[src/rtl/pwm_peripheral.sv]
// Sixteen-channel output driver: each pin is forced low, forced high, or follows
// one shared 8-bit PWM waveform whose duty is latched at every period boundary.
module pwm_peripheral #(
  parameter int unsigned PRESCALE = 13
) (
  input  logic        clk,
  input  logic        rst,
  input  logic [7:0]  en_reg_out_7_0,
  input  logic [7:0]  en_reg_out_15_8,
  input  logic [7:0]  en_reg_pwm_7_0,
  input  logic [7:0]  en_reg_pwm_15_8,
  input  logic [7:0]  pwm_duty_cycle,
  output logic [15:0] out,
  output logic        period_start
);

  localparam int unsigned PERIOD  = 256;
  localparam int unsigned STEP_W  = $clog2(PERIOD);
  localparam int unsigned PRESC_W = 8;
  localparam int unsigned DUTY_W  = 8;
  localparam int unsigned CH_W    = 16;

  localparam logic [PRESC_W-1:0] PRESC_LAST = PRESC_W'(PRESCALE - 1);
  localparam logic [DUTY_W-1:0]  DUTY_FULL  = {DUTY_W{1'b1}};

  logic [PRESC_W-1:0] presc_cnt;
  logic [STEP_W-1:0]  step_cnt;
  logic [DUTY_W-1:0]  duty_shadow;

  logic               tick;
  logic               bnd;
  logic               sig;
  logic [DUTY_W-1:0]  eff_duty;
  logic [CH_W-1:0]    en_out;
  logic [CH_W-1:0]    en_pwm;
  logic [CH_W-1:0]    out_next;

  // Boundary cycle uses the incoming duty directly so a same-cycle write is honoured.
  always_comb begin
    tick     = 1'b0;
    bnd      = 1'b0;
    sig      = 1'b0;
    eff_duty = duty_shadow;
    en_out   = {en_reg_out_15_8, en_reg_out_7_0};
    en_pwm   = {en_reg_pwm_15_8, en_reg_pwm_7_0};

    tick     = (presc_cnt == PRESC_LAST);
    bnd      = (presc_cnt == '0) && (step_cnt == '0);
    if (bnd) begin
      eff_duty = pwm_duty_cycle;
    end
    sig      = (eff_duty == DUTY_FULL) || (STEP_W'(step_cnt) < eff_duty);
    out_next = en_out & (~en_pwm | {CH_W{sig}});
  end

  // Prescaler, step counter, duty shadow and registered pins.
  always_ff @(posedge clk) begin
    if (rst) begin
      presc_cnt    <= '0;
      step_cnt     <= '0;
      duty_shadow  <= '0;
      out          <= '0;
      period_start <= 1'b0;
    end else begin
      if (tick) begin
        presc_cnt <= '0;
        step_cnt  <= step_cnt + STEP_W'(1);
      end else begin
        presc_cnt <= presc_cnt + PRESC_W'(1);
      end
      if (bnd) begin
        duty_shadow <= pwm_duty_cycle;
      end
      out          <= out_next;
      period_start <= bnd;
    end
  end

endmodule

[config.mk]
export PLATFORM = sky130hd
export DESIGN_NAME = pwm_peripheral
export DESIGN_NICKNAME = d
export VERILOG_FILES = /design/src/rtl/pwm_peripheral.sv
export SDC_FILE = /design/constraint.sdc
export NUM_CORES = 1
export LEC_CHECK = 0
export CAP_MARGIN = 20
export CORE_UTILIZATION = 40
export CTS_CLUSTER_SIZE = 40
export DETAILED_ROUTE_END_ITERATION = 12
export GPL_ROUTABILITY_DRIVEN = 0
export PLACE_DENSITY = 0.69
export SLEW_MARGIN = 5
export SYNTH_ARGS = -nofsm -noshare
export SYNTH_HDL_FRONTEND = slang
export SYNTH_SLANG_ARGS = --single-unit
[constraint.sdc]
create_clock -name clk -period 3.7 [get_ports clk]
set_input_delay 0.555 -clock clk [delete_from_list [all_inputs] [get_ports clk]]
set_output_delay 0.555 -clock clk [all_outputs]
set_load 0.05 [all_outputs]
==> results.md <==
* Status: finished, final reports clean
* Root Buffer: clkbuf_8
* Detail-routed via count per cell at roughly 4.8
* IO buf count at a little under 60
* FF+latch count, synth at about 40
* Largest family of logic cells by synthesized area: simple AND/OR/NAND/NOR gates
* Static leakage at between 1 and 1.5 nW
* Post-CTS sizing at 0
* DRT Wirelength at 4320 µm
* Initial core utilization at around two fifths
* Layout cell share with drive strength beyond 1 at under 10%
* Final HPWL DP at between 3000 and 4000 µm
* Critical path, cell by cell: inv_1 > ha_1 > nor4b_2 > nand4_1 > buf_4 > mux2i_1 > ha_1 > a21o_1 > a21oi_1 > o21ai_0 > or3_1 > o31ai_1
* I/O pin cnt at 59
* Die Y at 72.6 µm
* Vias in the first global route at roughly 1600
* Synth-to-layout area growth at 37.4%
* CP Data Required Time at ~4 ns
* Final worst-path cycle share at between 80 and 90%
* Hold WS at between 0.4 and 0.5 ns
* Distinct cell type count after synthesis at 32
* Synthesized area per cell at 9.55 µm²
* 1st-iter DRT viols at 72
* CTS H-tree lvls at 2
* CP Launch Type: flip-flop
* CTS tree: built
* Post-Synthesis Cells at between 200 and 250
* Reg clk slew, reported paths at roughly 0.080 ns
* Most common cell after layout, fill and taps aside: clkdlybuf4s50_1
* Worst Setup End Kind: flip-flop
* Simple-gate area share of the yosys netlist at between 20% and 30%
* Buf/Inv on CP at 2
* Global route overflow at 0
* Worst vdd ir at approximately 0.21 mV
* Area of the core at 0.00475 mm²
* Yosys warnings at 0
* Min Tclk post-route at 3.26 ns
* Wire per inst at 12.8 µm
* Final setup fails at 0
* Synth area leader: dfxtp_1
* Setup TNS at 0 ns
* Cell row count at 25
* Final Max Slew Viols at 0
* Post-synth EDFFs at 0
* Wire length of the first global-routing pass at just over 7000 µm
* Diode count at 0
* CP Class: reg2reg
* Compound-cell area share of the yosys netlist at between 10% and 20%
* Adder-cell share of the synthesized area at approximately 6.3%
* Clock Sinks at between 40 and 50
* Die area at ~0.0053 mm²
* Async SR Flop Fraction at 0%
* Number of nets in the layout at between 300 and 400
* Most frequent cells in the layout: clkdlybuf4s50_1 (58), dfxtp_1 (41), nor2_1 (26)
* Residual DRC at 0
* Crit path top cell by count: ha_1
* Hold WC Path Type: reg2reg
* RSZ-0062 raised after global routing: false
* Rel. slew slack at 43.0%
* Largest net degree at the start of global routing at 21
* CP delay by family, top: simple AND/OR/NAND/NOR gates
* CTS buffer count at 5
* Final hold vios at 0
* Antenna violations before repair at 0
* Worst-skew pair later-pin latency at approximately 0.29 ns
* Worst EP arrival at roughly 3.5 ns
* Routed Antenna Nets at 0
* Post-Syn Area at between 0.0015 and 0.002 mm²
* Gr usage total at between 10% and 20%
* Max Cap Viol at 0
* Slew @ Worst Pin at 0.838 ns
* CP max FO at 16
* Syn_nets at around 260
* Synth top area cells: dfxtp_1 (41%), a21o_1 (6.4%), ha_1 (6.3%), o31ai_2 (6.3%), nand2b_1 (5.6%)
* Pwr Density at 381 mW/mm²
* Mux cell area share after synthesis at roughly 4.7%
* Die Wd at 72.6 µm
* Post-synthesis sequential area ratio at approximately two fifths
* Share of the synthesized area in the top cell type at 41.1%
* CTS Hold Bufs at 0
* Total number of vias at roughly 1600
* Worst Skew at 0.00556 ns
* Deepest clock path buffer count at 2
* Max Clk Rate at 307 MHz
* Initial DRT Pass Iterations at 4
* CP max-delay cell: or3_1
* Most used DFF post-synth: dfxtp_1
* XOR/XNOR share of the synthesized area at 5.27%
* Worst path max stage delay at roughly 0.70 ns
* Post-CTS setup repair buffer count at 0
## per-stage QoR
step / util, % / area [µm²] / total power [W] / setup slack, ns / instances
2_1_floorplan: - / 2000 / 0.000644 / 0.764 / 209
3_3_place_gp: 55.6 / 2640 / 0.000740 / 0.527 / 328
3_5_place_dp: 55.6 / 2640 / 0.000742 / 0.474 / 328
4_1_cts: 57.7 / 2740 / 0.00106 / 0.418 / 336
5_1_grt: 57.7 / 2740 / 0.00111 / 0.125 / 336
6_report: 57.7 / 2740 / 0.00104 / 0.445 / 336
## worst register-to-register path, stage by stage, from the launching register on
cell and delay (ns):
dfxtp_1 0.41, inv_1 0.07, ha_1 0.20, nor4b_2 0.16
nand4_1 0.09, buf_4 0.22, mux2i_1 0.30, ha_1 0.29
a21o_1 0.18, a21oi_1 0.13, o21ai_0 0.09, or3_1 0.70
o31ai_1 0.34
## Yosys cell counts (2+ instances only)
cell / n
dfxtp_1: 41
nor2_1: 26
nand2b_1: 18
a21o_1: 17
ha_1: 10
o31ai_2: 10
nand4_1: 9
mux2i_1: 8
a21oi_1: 6
inv_1: 6
o31ai_1: 6
xnor2_1: 6
xor2_1: 6
nand3_1: 5
buf_2: 4
nand2_1: 4
and3_1: 3
clkbuf_1: 3
nor3_1: 3
o21ai_0: 3
or3_1: 3
nor4b_2: 2
## path summary, 6_finish.rpt
check / start / to / slack (ns) / cells after the start
setup / recovery: presc_cnt[0]$_SDFF_PP0_ / out[4]$_SDFF_PP0_ / 0.44 / 12
hold / removal: presc_cnt[0]$_SDFF_PP0_ / presc_cnt[0]$_SDFF_PP0_ / 0.49 / 1
setup reg to reg: presc_cnt[0]$_SDFF_PP0_ / out[4]$_SDFF_PP0_ / 0.44 / 12
hold reg to reg: presc_cnt[0]$_SDFF_PP0_ / presc_cnt[0]$_SDFF_PP0_ / 0.49 / 1
## registers in the layout (all words and copies together) (netlist names)
signal,count
out,16
step_cnt,8
period_start,1
presc_cnt,8
duty_shadow,8
## power breakdown
part	switching (W)	total, W	internal, W
registers	0.0000138	0.000484	0.000470
clock network	0.000146	0.000314	0.000168
logic	0.000133	0.000246	0.000113
total	0.000292	0.00104	0.000752
## layout make-up
type,instances,area (µm²)
clock buffer,7,96.3
clock inverter,1,5.00
fill,438,2010
inverter,6,22.5
multi-input combinational,153,1110
sequential,41,821
tap,67,83.8
timing repair buffer,61,603
## kinds of logic after synthesis
group	after synthesis
AO/OA/AOI/OAI	43
XOR/XNOR	12
adder cells (fa/ha/maj)	10
buffers and inverters	15
flip-flops	41
multiplexers	9
AND/OR/NAND/NOR	79
## routing by layer
layer  vias up  routed length [µm]  track usage [%]
met2        39                2050             30.7
li1        857                   -                -
met4         0                  48             5.23
met1       721                2010             21.2
met3         5                 205             4.70
met5         -                   0                0
Note: power is estimated with default switching activity, not from simulation.
